--- config.mk ---
export PLATFORM = sky130hd
export DESIGN_NAME = writeback_regfile_flat
export DESIGN_NICKNAME = d
export VERILOG_FILES = /design/src/rtl/y86_pkg.sv /design/src/rtl/writeback_regfile_if.sv /design/src/rtl/writeback_regfile_regfile_2w2r.sv /design/src/rtl/writeback_regfile.sv /design/src/flat_wrapper.sv
export SDC_FILE = /design/constraint.sdc
export NUM_CORES = 2
export LEC_CHECK = 0
export BUFFER_PORTS_ARGS = -buffer_cell sky130_fd_sc_hd__buf_2
export CAP_MARGIN = 10
export CORE_ASPECT_RATIO = 1.75
export CORE_MARGIN = 1
export CORE_UTILIZATION = 55
export CTS_CLUSTER_SIZE = 28
export DETAILED_ROUTE_END_ITERATION = 8
export GPL_TIMING_DRIVEN = 0
export PLACE_DENSITY = 0.77
export SYNTH_ARGS = -nofsm -noshare
export SYNTH_HDL_FRONTEND = slang
export SYNTH_SLANG_ARGS = --single-unit
export TNS_END_PERCENT = 5
--- constraint.sdc ---
create_clock -name clk -period 8.2 [get_ports clk]
set_input_delay 1.64 -clock clk [delete_from_list [all_inputs] [get_ports clk]]
set_output_delay 1.64 -clock clk [all_outputs]
set_load 0.02 [all_outputs]
--- src/rtl/y86_pkg.sv ---
// Shared Y86 definitions for the writeback / register-file slice.
//   - icode constants (HALT=0, NOP=1, ...)
//   - status codes BUB/AOK/HLT/ADR/INS
//   - register IDs RNONE (no register) and RRSP
//   - writeback FSM state enum
package y86_pkg;

  localparam logic [3:0] I_HALT   = 4'h0;
  localparam logic [3:0] I_NOP    = 4'h1;
  localparam logic [3:0] I_RRMOVQ = 4'h2;
  localparam logic [3:0] I_IRMOVQ = 4'h3;
  localparam logic [3:0] I_RMMOVQ = 4'h4;
  localparam logic [3:0] I_MRMOVQ = 4'h5;
  localparam logic [3:0] I_OPQ    = 4'h6;
  localparam logic [3:0] I_JXX    = 4'h7;
  localparam logic [3:0] I_CALL   = 4'h8;
  localparam logic [3:0] I_RET    = 4'h9;
  localparam logic [3:0] I_PUSHQ  = 4'hA;
  localparam logic [3:0] I_POPQ   = 4'hB;

  localparam logic [3:0] STAT_BUB = 4'd0;
  localparam logic [3:0] STAT_AOK = 4'd1;
  localparam logic [3:0] STAT_HLT = 4'd2;
  localparam logic [3:0] STAT_ADR = 4'd3;
  localparam logic [3:0] STAT_INS = 4'd4;

  localparam logic [3:0] RNONE = 4'hf;
  localparam logic [3:0] RRSP  = 4'd4;

  typedef enum logic [1:0] {
    FSM_RUN = 2'd0,
    FSM_HLT = 2'd1,
    FSM_ADR = 2'd2,
    FSM_INS = 2'd3
  } wb_state_e;

endpackage

--- src/rtl/writeback_regfile_if.sv ---
// Bundle of memory-stage inputs, decode read ports and writeback outputs
// for writeback_regfile.
//   master : pipeline side (drives M_*, W_stall, W_bubble, srcA/srcB)
//   slave  : writeback_regfile (drives W_*, d_rvalA/B, Stat, halted, retired,
//            state_dbg)
// Handshake: there is no valid/ready pair; every field is sampled on each
// rising clk edge, W_stall holds the W register and W_bubble loads a nop.
interface writeback_regfile_if #(
  parameter int DATA_W = 64,
  parameter int CNT_W  = 64
);
  import y86_pkg::*;

  logic [3:0]        M_icode;
  logic [3:0]        M_stat;
  logic [3:0]        M_dstE;
  logic [3:0]        M_dstM;
  logic [DATA_W-1:0] M_valE;
  logic [DATA_W-1:0] m_valM;
  logic              W_stall;
  logic              W_bubble;
  logic [3:0]        srcA;
  logic [3:0]        srcB;

  logic [DATA_W-1:0] d_rvalA;
  logic [DATA_W-1:0] d_rvalB;
  logic [3:0]        W_icode;
  logic [3:0]        W_stat;
  logic [3:0]        W_dstE;
  logic [3:0]        W_dstM;
  logic [DATA_W-1:0] W_valE;
  logic [DATA_W-1:0] W_valM;
  logic [3:0]        Stat;
  logic              halted;
  logic [CNT_W-1:0]  retired;
  wb_state_e         state_dbg;

  modport master (
    output M_icode, M_stat, M_dstE, M_dstM, M_valE, m_valM,
           W_stall, W_bubble, srcA, srcB,
    input  d_rvalA, d_rvalB, W_icode, W_stat, W_dstE, W_dstM,
           W_valE, W_valM, Stat, halted, retired, state_dbg
  );

  modport slave (
    input  M_icode, M_stat, M_dstE, M_dstM, M_valE, m_valM,
           W_stall, W_bubble, srcA, srcB,
    output d_rvalA, d_rvalB, W_icode, W_stat, W_dstE, W_dstM,
           W_valE, W_valM, Stat, halted, retired, state_dbg
  );
endinterface

--- src/rtl/writeback_regfile_regfile_2w2r.sv ---
// Architectural register file: NREGS x DATA_W, two write ports, two
// asynchronous read ports, synchronous active-high clear.
//   we_e/waddr_e/wdata_e : write port E (ALU result)
//   we_m/waddr_m/wdata_m : write port M (memory data, wins on same address)
//   raddr_a/raddr_b      : read addresses; IDs >= NREGS (incl. RNONE) read 0
//   rdata_a/rdata_b      : read data
module regfile_2w2r #(
  parameter int DATA_W = 64,
  parameter int NREGS  = 15
) (
  input  logic              clk,
  input  logic              reset,
  input  logic              we_e,
  input  logic [3:0]        waddr_e,
  input  logic [DATA_W-1:0] wdata_e,
  input  logic              we_m,
  input  logic [3:0]        waddr_m,
  input  logic [DATA_W-1:0] wdata_m,
  input  logic [3:0]        raddr_a,
  input  logic [3:0]        raddr_b,
  output logic [DATA_W-1:0] rdata_a,
  output logic [DATA_W-1:0] rdata_b
);

  localparam logic [3:0] NREGS_ID = 4'(NREGS);

  logic [DATA_W-1:0] regs [NREGS];

  // Port M is written last so it overrides port E on a shared address
  // (popq %rsp loads the popped value, not the incremented pointer).
  always_ff @(posedge clk) begin
    if (reset) begin
      for (int i = 0; i < NREGS; i++) regs[i] <= '0;
    end else begin
      if (we_e && (waddr_e < NREGS_ID)) regs[waddr_e] <= wdata_e;
      if (we_m && (waddr_m < NREGS_ID)) regs[waddr_m] <= wdata_m;
    end
  end

  assign rdata_a = (raddr_a < NREGS_ID) ? regs[raddr_a] : '0;
  assign rdata_b = (raddr_b < NREGS_ID) ? regs[raddr_b] : '0;

endmodule

--- src/rtl/writeback_regfile.sv ---
// Y86 M->W pipeline register, register-file write port and CPU status unit.
// Latches memory-stage results into W_*, commits W_valE/W_valM to the
// register file, serves decode's srcA/srcB read ports, tracks halt/fault
// status and counts retired instructions.
//   clk, reset : clock, synchronous active-high reset
//   bus        : writeback_regfile_if.slave (M_* inputs, W_stall/W_bubble,
//                srcA/srcB, d_rvalA/B, W_* outputs, Stat, halted, retired,
//                state_dbg)
// Configuration macro WB_BYPASS_EN: when defined, the read ports return the
// value being committed this cycle (W_dstM before W_dstE); otherwise they
// return register-array contents only.
module writeback_regfile
  import y86_pkg::*;
#(
  parameter int DATA_W = 64,
  parameter int NREGS  = 15,
  parameter int CNT_W  = 64
) (
  input  logic clk,
  input  logic reset,
  writeback_regfile_if.slave bus
);

  localparam logic [3:0] NREGS_ID = 4'(NREGS);

  logic [3:0]        w_icode, w_stat, w_dste, w_dstm;
  logic [DATA_W-1:0] w_vale, w_valm;
  // Set once the instruction held in W has committed; cleared whenever W
  // reloads, so a stalled instruction commits and counts exactly once.
  logic              w_done;

  wb_state_e         state;
  logic [3:0]        stat_q;
  logic              halted_q;
  logic [CNT_W-1:0]  retired_q;

  logic              commit_en, we_e, we_m;
  logic [DATA_W-1:0] rf_a, rf_b, rval_a, rval_b;

  assign commit_en = (state == FSM_RUN) && (w_stat == STAT_AOK) && !w_done;
  assign we_e      = commit_en && (w_dste != RNONE);
  assign we_m      = commit_en && (w_dstm != RNONE);

  // W pipeline register: stall beats bubble.
  always_ff @(posedge clk) begin
    if (reset) begin
      w_icode <= I_NOP;
      w_stat  <= STAT_BUB;
      w_dste  <= RNONE;
      w_dstm  <= RNONE;
      w_vale  <= '0;
      w_valm  <= '0;
      w_done  <= 1'b0;
    end else if (!bus.W_stall) begin
      if (bus.W_bubble) begin
        w_icode <= I_NOP;
        w_stat  <= STAT_BUB;
        w_dste  <= RNONE;
        w_dstm  <= RNONE;
        w_vale  <= '0;
        w_valm  <= '0;
      end else begin
        w_icode <= bus.M_icode;
        w_stat  <= bus.M_stat;
        w_dste  <= bus.M_dstE;
        w_dstm  <= bus.M_dstM;
        w_vale  <= bus.M_valE;
        w_valm  <= bus.m_valM;
      end
      w_done <= 1'b0;
    end else if (commit_en) begin
      w_done <= 1'b1;
    end
  end

  // Status FSM (sticky until reset) and saturating retire counter.
  always_ff @(posedge clk) begin
    if (reset) begin
      state     <= FSM_RUN;
      stat_q    <= STAT_AOK;
      halted_q  <= 1'b0;
      retired_q <= '0;
    end else begin
      if (commit_en && (retired_q != '1)) retired_q <= retired_q + CNT_W'(1);
      if (state == FSM_RUN) begin
        case (w_stat)
          STAT_HLT: begin
            state    <= FSM_HLT;
            stat_q   <= STAT_HLT;
            halted_q <= 1'b1;
          end
          STAT_ADR: begin
            state    <= FSM_ADR;
            stat_q   <= STAT_ADR;
            halted_q <= 1'b1;
          end
          STAT_INS: begin
            state    <= FSM_INS;
            stat_q   <= STAT_INS;
            halted_q <= 1'b1;
          end
          default: ;
        endcase
      end
    end
  end

  regfile_2w2r #(
    .DATA_W (DATA_W),
    .NREGS  (NREGS)
  ) u_rf (
    .clk     (clk),
    .reset   (reset),
    .we_e    (we_e),
    .waddr_e (w_dste),
    .wdata_e (w_vale),
    .we_m    (we_m),
    .waddr_m (w_dstm),
    .wdata_m (w_valm),
    .raddr_a (bus.srcA),
    .raddr_b (bus.srcB),
    .rdata_a (rf_a),
    .rdata_b (rf_b)
  );

`ifdef WB_BYPASS_EN
  // Write-through: a register being committed this cycle is visible at once.
  always_comb begin
    rval_a = rf_a;
    if (we_m && (w_dstm < NREGS_ID) && (bus.srcA == w_dstm))      rval_a = w_valm;
    else if (we_e && (w_dste < NREGS_ID) && (bus.srcA == w_dste)) rval_a = w_vale;
  end

  always_comb begin
    rval_b = rf_b;
    if (we_m && (w_dstm < NREGS_ID) && (bus.srcB == w_dstm))      rval_b = w_valm;
    else if (we_e && (w_dste < NREGS_ID) && (bus.srcB == w_dste)) rval_b = w_vale;
  end
`else
  // Array contents only; decode forwarding resolves W-stage hazards.
  localparam logic [3:0] UNUSED_NREGS_ID = NREGS_ID;
  always_comb begin
    rval_a = rf_a;
    rval_b = rf_b;
  end
`endif

  assign bus.d_rvalA   = rval_a;
  assign bus.d_rvalB   = rval_b;
  assign bus.W_icode   = w_icode;
  assign bus.W_stat    = w_stat;
  assign bus.W_dstE    = w_dste;
  assign bus.W_dstM    = w_dstm;
  assign bus.W_valE    = w_vale;
  assign bus.W_valM    = w_valm;
  assign bus.Stat      = stat_q;
  assign bus.halted    = halted_q;
  assign bus.retired   = retired_q;
  assign bus.state_dbg = state;

endmodule
--- src/flat_wrapper.sv ---
// flat-port wrapper written by rule: the top's interface ports become plain ports
module writeback_regfile_flat import y86_pkg::*;
#(
  parameter int DATA_W = 64,
  parameter int NREGS  = 15,
  parameter int CNT_W  = 64
)
  (clk, reset, bus_M_icode, bus_M_stat, bus_M_dstE, bus_M_dstM, bus_M_valE, bus_m_valM, bus_W_stall, bus_W_bubble, bus_srcA, bus_srcB, bus_d_rvalA, bus_d_rvalB, bus_W_icode, bus_W_stat, bus_W_dstE, bus_W_dstM, bus_W_valE, bus_W_valM, bus_Stat, bus_halted, bus_retired, bus_state_dbg);
  writeback_regfile_if #(.DATA_W(DATA_W), .CNT_W(CNT_W)) bus_i ();
  input  logic clk;
  input  logic reset;
  input wire logic [$bits(bus_i.M_icode)-1:0] bus_M_icode;
  input wire logic [$bits(bus_i.M_stat)-1:0] bus_M_stat;
  input wire logic [$bits(bus_i.M_dstE)-1:0] bus_M_dstE;
  input wire logic [$bits(bus_i.M_dstM)-1:0] bus_M_dstM;
  input wire logic [$bits(bus_i.M_valE)-1:0] bus_M_valE;
  input wire logic [$bits(bus_i.m_valM)-1:0] bus_m_valM;
  input wire logic [$bits(bus_i.W_stall)-1:0] bus_W_stall;
  input wire logic [$bits(bus_i.W_bubble)-1:0] bus_W_bubble;
  input wire logic [$bits(bus_i.srcA)-1:0] bus_srcA;
  input wire logic [$bits(bus_i.srcB)-1:0] bus_srcB;
  output wire logic [$bits(bus_i.d_rvalA)-1:0] bus_d_rvalA;
  output wire logic [$bits(bus_i.d_rvalB)-1:0] bus_d_rvalB;
  output wire logic [$bits(bus_i.W_icode)-1:0] bus_W_icode;
  output wire logic [$bits(bus_i.W_stat)-1:0] bus_W_stat;
  output wire logic [$bits(bus_i.W_dstE)-1:0] bus_W_dstE;
  output wire logic [$bits(bus_i.W_dstM)-1:0] bus_W_dstM;
  output wire logic [$bits(bus_i.W_valE)-1:0] bus_W_valE;
  output wire logic [$bits(bus_i.W_valM)-1:0] bus_W_valM;
  output wire logic [$bits(bus_i.Stat)-1:0] bus_Stat;
  output wire logic [$bits(bus_i.halted)-1:0] bus_halted;
  output wire logic [$bits(bus_i.retired)-1:0] bus_retired;
  output wire logic [$bits(bus_i.state_dbg)-1:0] bus_state_dbg;
  assign bus_i.M_icode = bus_M_icode;
  assign bus_i.M_stat = bus_M_stat;
  assign bus_i.M_dstE = bus_M_dstE;
  assign bus_i.M_dstM = bus_M_dstM;
  assign bus_i.M_valE = bus_M_valE;
  assign bus_i.m_valM = bus_m_valM;
  assign bus_i.W_stall = bus_W_stall;
  assign bus_i.W_bubble = bus_W_bubble;
  assign bus_i.srcA = bus_srcA;
  assign bus_i.srcB = bus_srcB;
  assign bus_d_rvalA = bus_i.d_rvalA;
  assign bus_d_rvalB = bus_i.d_rvalB;
  assign bus_W_icode = bus_i.W_icode;
  assign bus_W_stat = bus_i.W_stat;
  assign bus_W_dstE = bus_i.W_dstE;
  assign bus_W_dstM = bus_i.W_dstM;
  assign bus_W_valE = bus_i.W_valE;
  assign bus_W_valM = bus_i.W_valM;
  assign bus_Stat = bus_i.Stat;
  assign bus_halted = bus_i.halted;
  assign bus_retired = bus_i.retired;
  assign bus_state_dbg = bus_i.state_dbg;
  writeback_regfile #(.DATA_W(DATA_W), .NREGS(NREGS), .CNT_W(CNT_W)) u_core (.clk(clk), .reset(reset), .bus(bus_i));
endmodule
After elaboration in Yosys (flattened, before gate mapping). Memories as Yosys holds them, arrays and structs flattened. Cells that the tools add are included.

Flip-flop bits (word level): 216. Bits of input ports: 156. Memories: 1. Memory bits (writable): 960.

Equality and inequality tests: 7. Mux-type cells: 24. $lt $le $gt $ge: 4. Bitwise gates (word level): 1. Reduce and logical (&&, ||, !) cells: 16. $add $sub $neg: 1.

Memory list: u_core.u_rf.regs (words 15, bits a word 64, rd ports 2, clocked after Yosys merged registers in 0, write ports 15, RTL line writeback_regfile_regfile_2w2r.sv:27) `logic [DATA_W-1:0] regs [NREGS];`.

Operators by type and width (number): $mux W64 (6); $reduce_or A64 Y1 (2); $add A64 B1 Y64 const B (1); $ne A64 B64 Y1 const B (1); $mux W4 (6); $lt A4 B4 Y1 const B (4); $pmux W4 S3 (1); $mux W1 (10); $eq A4 B2 Y1 const B (2); $ne A4 B4 Y1 const B (2); $logic_and A1 B1 Y1 (7); $pmux W2 S3 (1); $eq A4 B1 Y1 const B (1); $eq A4 B3 Y1 const B (1); $reduce_and A2 Y1 (2); $reduce_bool A3 Y1 (1); $reduce_or A3 Y1 (1); $logic_not A2 Y1 (1); $reduce_or A2 Y1 (1); $logic_not A1 Y1 (1); $not A1 Y1 (1).

Depth between registers and ports, before layout.
Depth in word-level cells: 10. Gate-level depth with buffers: 10. Mapped depth without buffers: 7.

By module. From an unflattened synthesis, not the netlist that was laid out.

Cell total of the unflattened synthesis: 4635. Area, all modules: 62308.5 sq um.

By module, submodules not included: regfile_2w2r (sequential area each 28827.6 sq um, times used 1, cells each 3837, area an instance 54121.9 sq um); writeback_regfile (sequential area each 4304.1 sq um, times used 1, cells each 798, area an instance 8186.6 sq um).

Least setup slack after synthesis. No wires, ideal clock.

Kind: input to output. From: input bus_srcA[0]. To: output bus_d_rvalA[34]. Path slack: 2.740 ns. Data required time: 6.560 ns. Cell stages on the path: 6. Arrival time: 3.820 ns. Cell sequence: clkbuf_1 -> buf_2 -> buf_1 -> mux4_2 -> mux4_2 -> nor2b_1.

Word-level cells in the longest chain between the ends: 2. Elaborated cells on any way between the ends: 3.

RTL lines: start: declaration (RTL line flat_wrapper.sv:20) `input wire logic [$bits(bus_i.srcA)-1:0] bus_srcA;`; $mem_v2 Z15 W64 / $lt A4 B4 Y1 (equally long branches); $mux W64 (*) (RTL line writeback_regfile_regfile_2w2r.sv:40) `assign rdata_a = (raddr_a < NREGS_ID) ? regs[raddr_a] : '0;`; end: declaration (RTL line flat_wrapper.sv:22) `output wire logic [$bits(bus_i.d_rvalA)-1:0] bus_d_rvalA;`.

Every way passes the cells marked *; elsewhere a longest branch is shown, timed or not.

Final worst setup path.
From: input bus_srcB[0]. To: output bus_d_rvalB[3].

Word-level cells in the longest chain between the ends: 2. Elaborated cells on any way between the ends: 3.

RTL lines: start: declaration (RTL line flat_wrapper.sv:21) `input wire logic [$bits(bus_i.srcB)-1:0] bus_srcB;`; $mem_v2 Z15 W64 / $lt A4 B4 Y1 (equally long branches); $mux W64 (*) (RTL line writeback_regfile_regfile_2w2r.sv:41) `assign rdata_b = (raddr_b < NREGS_ID) ? regs[raddr_b] : '0;`; end: declaration (RTL line flat_wrapper.sv:23) `output wire logic [$bits(bus_i.d_rvalB)-1:0] bus_d_rvalB;`.

Marks and branches as above.

==> results <==
- The detailed placer's ending HPWL is 172,000 um.
- The global-route layer with the greatest usage is met2.
- In this run the power density over the cells is 193 nW/um^2.
- The met3 demand-to-capacity share in global routing is 0.145.
- Entering global routing, the biggest net connects 44 pins.
- The critical path arrival is 5860 ps.
- The total die area is 121,000 um^2.
- The area of all sequential standard cells is 35,100 um^2.
- The number of pins with negative max-slew slack in the final report is 0.
- The routed design has 242,000 um of wire.
- Setup violations remaining at the end of the flow were counted as 0.
- The number of detailed-routing iterations run before antenna repair is 8.
- The slew at the pin closest to its max-slew limit is 1480 ps.
- Across the VDD grid, the largest voltage drop is 0.000194 V.
- The tree built by TritonCTS fans out to 1,239 sinks.
- In this run the static leakage power is 27.1 nW.
- The critical path class is primary input to output pin.
- The run finished with clean final reports.
- The slack of the critical path is 700 ps.
- The root buffer cell is sky130_fd_sc_hd__clkbuf_16.
- The number of cell rows is 167.
- Compared with the post-synthesis result, the final layout area differs by 14.6%.
- The worst hold path belongs to the class flip-flop to flip-flop.
- The number of global-route vias before repair was 51,000.
- The worst min-delay path startpoint is u_core.bus.halted$_SDFFE_PP0P_.
- The global-route track usage on met2 is 0.647.
- Derived from the worst setup path, the maximum achievable clock frequency is 133 MHz.
- At the placement stage, the worst setup path has a slack of 788 ps.
- The layout net count is 5,196.
- The data required time of the critical path is 6560 ps.
- Once layout is complete, the utilization of the core stands at 0.636.
- TritonCTS built the clock tree.
- The worst register-to-register path ends at u_core.u_rf.regs[0][47]$_DFFE_PP_.
- The residual antenna-violating net count after detailed routing is 0.
- The most instantiated flip-flop cell in the synthesis netlist is sky130_fd_sc_hd__edfxtp_1.
- Counting flops and latches in the post-synthesis netlist gives 1,239.
- In this run, synthesis inferred 1,024 flip-flops with an integrated enable.
- In this run, the number of DRC markers left after iteration 0 of detailed routing was 6,747.
- The number of maximum-capacitance violations is 0.
- During I/O placement, the number of pins put on the boundary was 499.
- The worst hold path depth is 2.
- The total of cells resized after clock tree synthesis is 0.
- The ratio of routed vias to standard cells is 7.47.
- The final critical delay including setup and external delays is 7500 ps.
- The worst setup path is captured at an output pin.
- The commonest cells after synthesis are sky130_fd_sc_hd__a22o_1, sky130_fd_sc_hd__edfxtp_1, sky130_fd_sc_hd__mux4_2.
- The buffers inserted during post-CTS setup optimization is 0.
- The sort of element at the start of the critical path is a primary input.
- The routed layout has 49,800 vias.
- The initial cell density of the core is 0.555.
- Across the routed clock network, the largest skew measured is 30.9 ps.
- During placement, the flow inserted port buffers numbering 492.
- After floorplanning, the core was sized to cover 118,000 um^2.
- The library cell with the highest instance count after synthesis is sky130_fd_sc_hd__a22o_1.
- In the post-synthesis netlist, the biggest area contributors are sky130_fd_sc_hd__edfxtp_1, sky130_fd_sc_hd__mux4_2, sky130_fd_sc_hd__a22o_1, sky130_fd_sc_hd__dfxtp_1, sky130_fd_sc_hd__clkbuf_1.
- The die span in y is 459 um.
- Dividing the detail-routed wire length by the instance count gives 36.3 um.
- The worst flop-to-flop path startpoint is u_core.bus.W_stat[3]$_SDFFE_PP0N_.
- In the synthesized netlist the async set-or-reset flop fraction comes to 0.
- Of the cells placed in the final design, the portion with a size suffix greater than 1 is 0.288.
- The total chip power is 14.6 mW.
- The area of the multi-input gates is 28,100 um^2.
- The routability-driven placement congestion ratio is 0.960.
- The depth of the CTS H-tree is 3.
- After clock tree synthesis, the clock-pin slew on the worst setup and hold paths is 70 ps.
- Setup repair after global routing left no endpoint under its margin.
- The cts-stage hold buffer count is 0.
- Global routing finished with a remaining overflow of 0.
- Across every metal layer, demand over resource in global routing totals 0.396.
- The synthesized design spends more area on one cell type than any other, namely sky130_fd_sc_hd__edfxtp_1.
- The number of endpoints with negative hold slack in the final report came to 0.
- The share of synthesized area in the top cell type comes to 0.467.
- Synthesis produced 4,321 cells.
- The synthesized netlist occupies a cell area of 65,800 um^2.
- In the routed design, unresolved DRC markers number 0.
- For this run, global-route usage on met1 was measured as 0.408.
- After filler insertion, the fill cell instance count of the layout stands at 8,327.
- The share of the clock period used by the worst path is 0.915.
- The sum of negative setup slack is 0 ps.
- For this run, the number of Yosys warnings is 0.
- Each instance of the synthesized netlist takes up on average 15.2 um^2.
- The clock passes through at most 3 buffers.
- In this run the tightest slew margin relative to its limit is 0.0114.
- For this run, the register share of the synthesized area comes to 0.533.
- For hold timing, the worst endpoint is u_core.bus.halted$_SDFFE_PP0P_.
- The floorplan die width is 263 um.
- The first-pass GRT wire length is 339,000 um.
- The TritonCTS buffer count is 111.
- The number of antenna violations at the first check in global routing came to 22.
- For the worst flop-to-flop path, the logic depth is 7.
- Along the worst path, the maximum fanout reaches 10.
- The clock latency of the later-clocked register in the worst-skew pair is 780 ps.
- The number of distinct library cells after synthesis is 56.
- The setup slack of the most critical reg-to-reg path is 3550 ps.
## logic make-up (layout without fill, tap and decap cells)
logic type               Yosys count  in the layout  share of synthesized area
AO/OA/AOI/OAI                   1219           1219                      0.158
XOR/XNOR                          25             25                    0.00333
adder cells (fa/ha/maj)            1              1                   0.000190
buffers and inverters            743           1495                     0.0459
flip-flops                      1239           1239                      0.533
multiplexers                     646            646                      0.220
other                              1             76                  0.0000570
AND/OR/NAND/NOR                  447            447                     0.0399
## per-layer routing
| metal | up-vias | share of wire |
|---|---|---|
| met5 | - | 0.0020 |
| met4 | 30 | 0.092 |
| met3 | 1446 | 0.14 |
| met2 | 4514 | 0.48 |
| met1 | 24400 | 0.29 |
| li1 | 19400 | - |
## area by class of cell
| cell class | instances | area share |
|---|---|---|
| Sequential cell | 1239 | 0.465 |
| Multi-Input combinational cell | 2403 | 0.373 |
| Timing Repair Buffer | 541 | 0.0453 |
| Clock buffer | 147 | 0.0411 |
| Buffer | 736 | 0.0398 |
| Tap cell | 1521 | 0.0252 |
| Clock inverter | 64 | 0.0101 |
| Antenna cell | 11 | 0.000365 |
| Inverter | 7 | 0.000349 |
## registers in the layout (all words and copies together), names as in the netlist
register,count
u_core.u_rf.regs,1024
u_core.bus.W_valE,64
u_core.bus.W_valM,64
u_core.bus.retired,64
u_core.bus.W_dstE,4
u_core.bus.W_dstM,4
u_core.bus.W_icode,4
u_core.bus.W_stat,4
u_core.bus.Stat,3
u_core.bus.state_dbg,2
u_core.bus.halted,1
u_core.w_done,1
## worst max-delay path by stage
stage / from / end / slack [ps] / depth (start not counted)
after floorplan: bus_srcA[0] / bus_d_rvalA[34] / 2740 / 6
after global placement: reset / u_core.u_rf.regs[11][35]$_DFFE_PP_ / 170 / 6
after detailed placement: bus_srcA[0] / bus_d_rvalA[5] / 790 / 8
after CTS: bus_srcA[0] / bus_d_rvalA[5] / 770 / 8
after global routing: bus_srcB[0] / bus_d_rvalB[3] / 810 / 9
final: bus_srcB[0] / bus_d_rvalB[3] / 700 / 9
## layout by cell type (no fill, tap or decap), types with 8 or more instances in the layout
master and instances:
sky130_fd_sc_hd__nand2_1 37, sky130_fd_sc_hd__buf_8 18, sky130_fd_sc_hd__inv_1 8, sky130_fd_sc_hd__nor2_1 75
sky130_fd_sc_hd__buf_4 10, sky130_fd_sc_hd__edfxtp_1 1024, sky130_fd_sc_hd__and4_1 14, sky130_fd_sc_hd__clkbuf_8 10
sky130_fd_sc_hd__nand3_1 37, sky130_fd_sc_hd__buf_1 131, sky130_fd_sc_hd__and3_1 14, sky130_fd_sc_hd__a21oi_1 41
sky130_fd_sc_hd__dfxtp_1 215, sky130_fd_sc_hd__clkinv_2 14, sky130_fd_sc_hd__clkbuf_2 9, sky130_fd_sc_hd__buf_16 18
sky130_fd_sc_hd__nand4_1 23, sky130_fd_sc_hd__diode_2 11, sky130_fd_sc_hd__nor3_1 18, sky130_fd_sc_hd__conb_1 65
sky130_fd_sc_hd__nor2b_1 137, sky130_fd_sc_hd__buf_2 535, sky130_fd_sc_hd__clkbuf_1 546, sky130_fd_sc_hd__o21ai_0 38
sky130_fd_sc_hd__or3_1 34, sky130_fd_sc_hd__xor2_1 18, sky130_fd_sc_hd__o22a_1 9, sky130_fd_sc_hd__clkbuf_16 115
sky130_fd_sc_hd__nor4_1 10, sky130_fd_sc_hd__a22o_1 1095, sky130_fd_sc_hd__nor3_4 12, sky130_fd_sc_hd__buf_6 26
sky130_fd_sc_hd__clkinv_1 14, sky130_fd_sc_hd__mux4_2 640, sky130_fd_sc_hd__a211o_4 12, sky130_fd_sc_hd__bufinv_16 14
## stage by stage
stage	hold slack (ps)	cell area [um^2]	std cells
5_1_grt	492	75400	6662
6_report	454	75400	6669
2_1_floorplan	522	66000	4385
3_3_place_gp	433	70400	6398
4_1_cts	462	75200	6646
3_5_place_dp	443	71300	6435
## where the power goes
part / switching, mW / internal (mW) / leakage [nW]
registers: 0.117 / 7.00 / 12.3
clock network: 2.54 / 3.12 / 1.88
logic: 1.07 / 0.701 / 12.9
total: 3.73 / 10.8 / 27.1
## worst max-delay path: stages
cell and delay [ps]:
sky130_fd_sc_hd__clkbuf_1 350, sky130_fd_sc_hd__buf_2 570, sky130_fd_sc_hd__buf_1 760, sky130_fd_sc_hd__and4_1 310
sky130_fd_sc_hd__buf_1 690, sky130_fd_sc_hd__buf_8 250, sky130_fd_sc_hd__clkbuf_1 680, sky130_fd_sc_hd__nor2b_1 310
sky130_fd_sc_hd__buf_2 260
(Power assumes the default switching activity.)
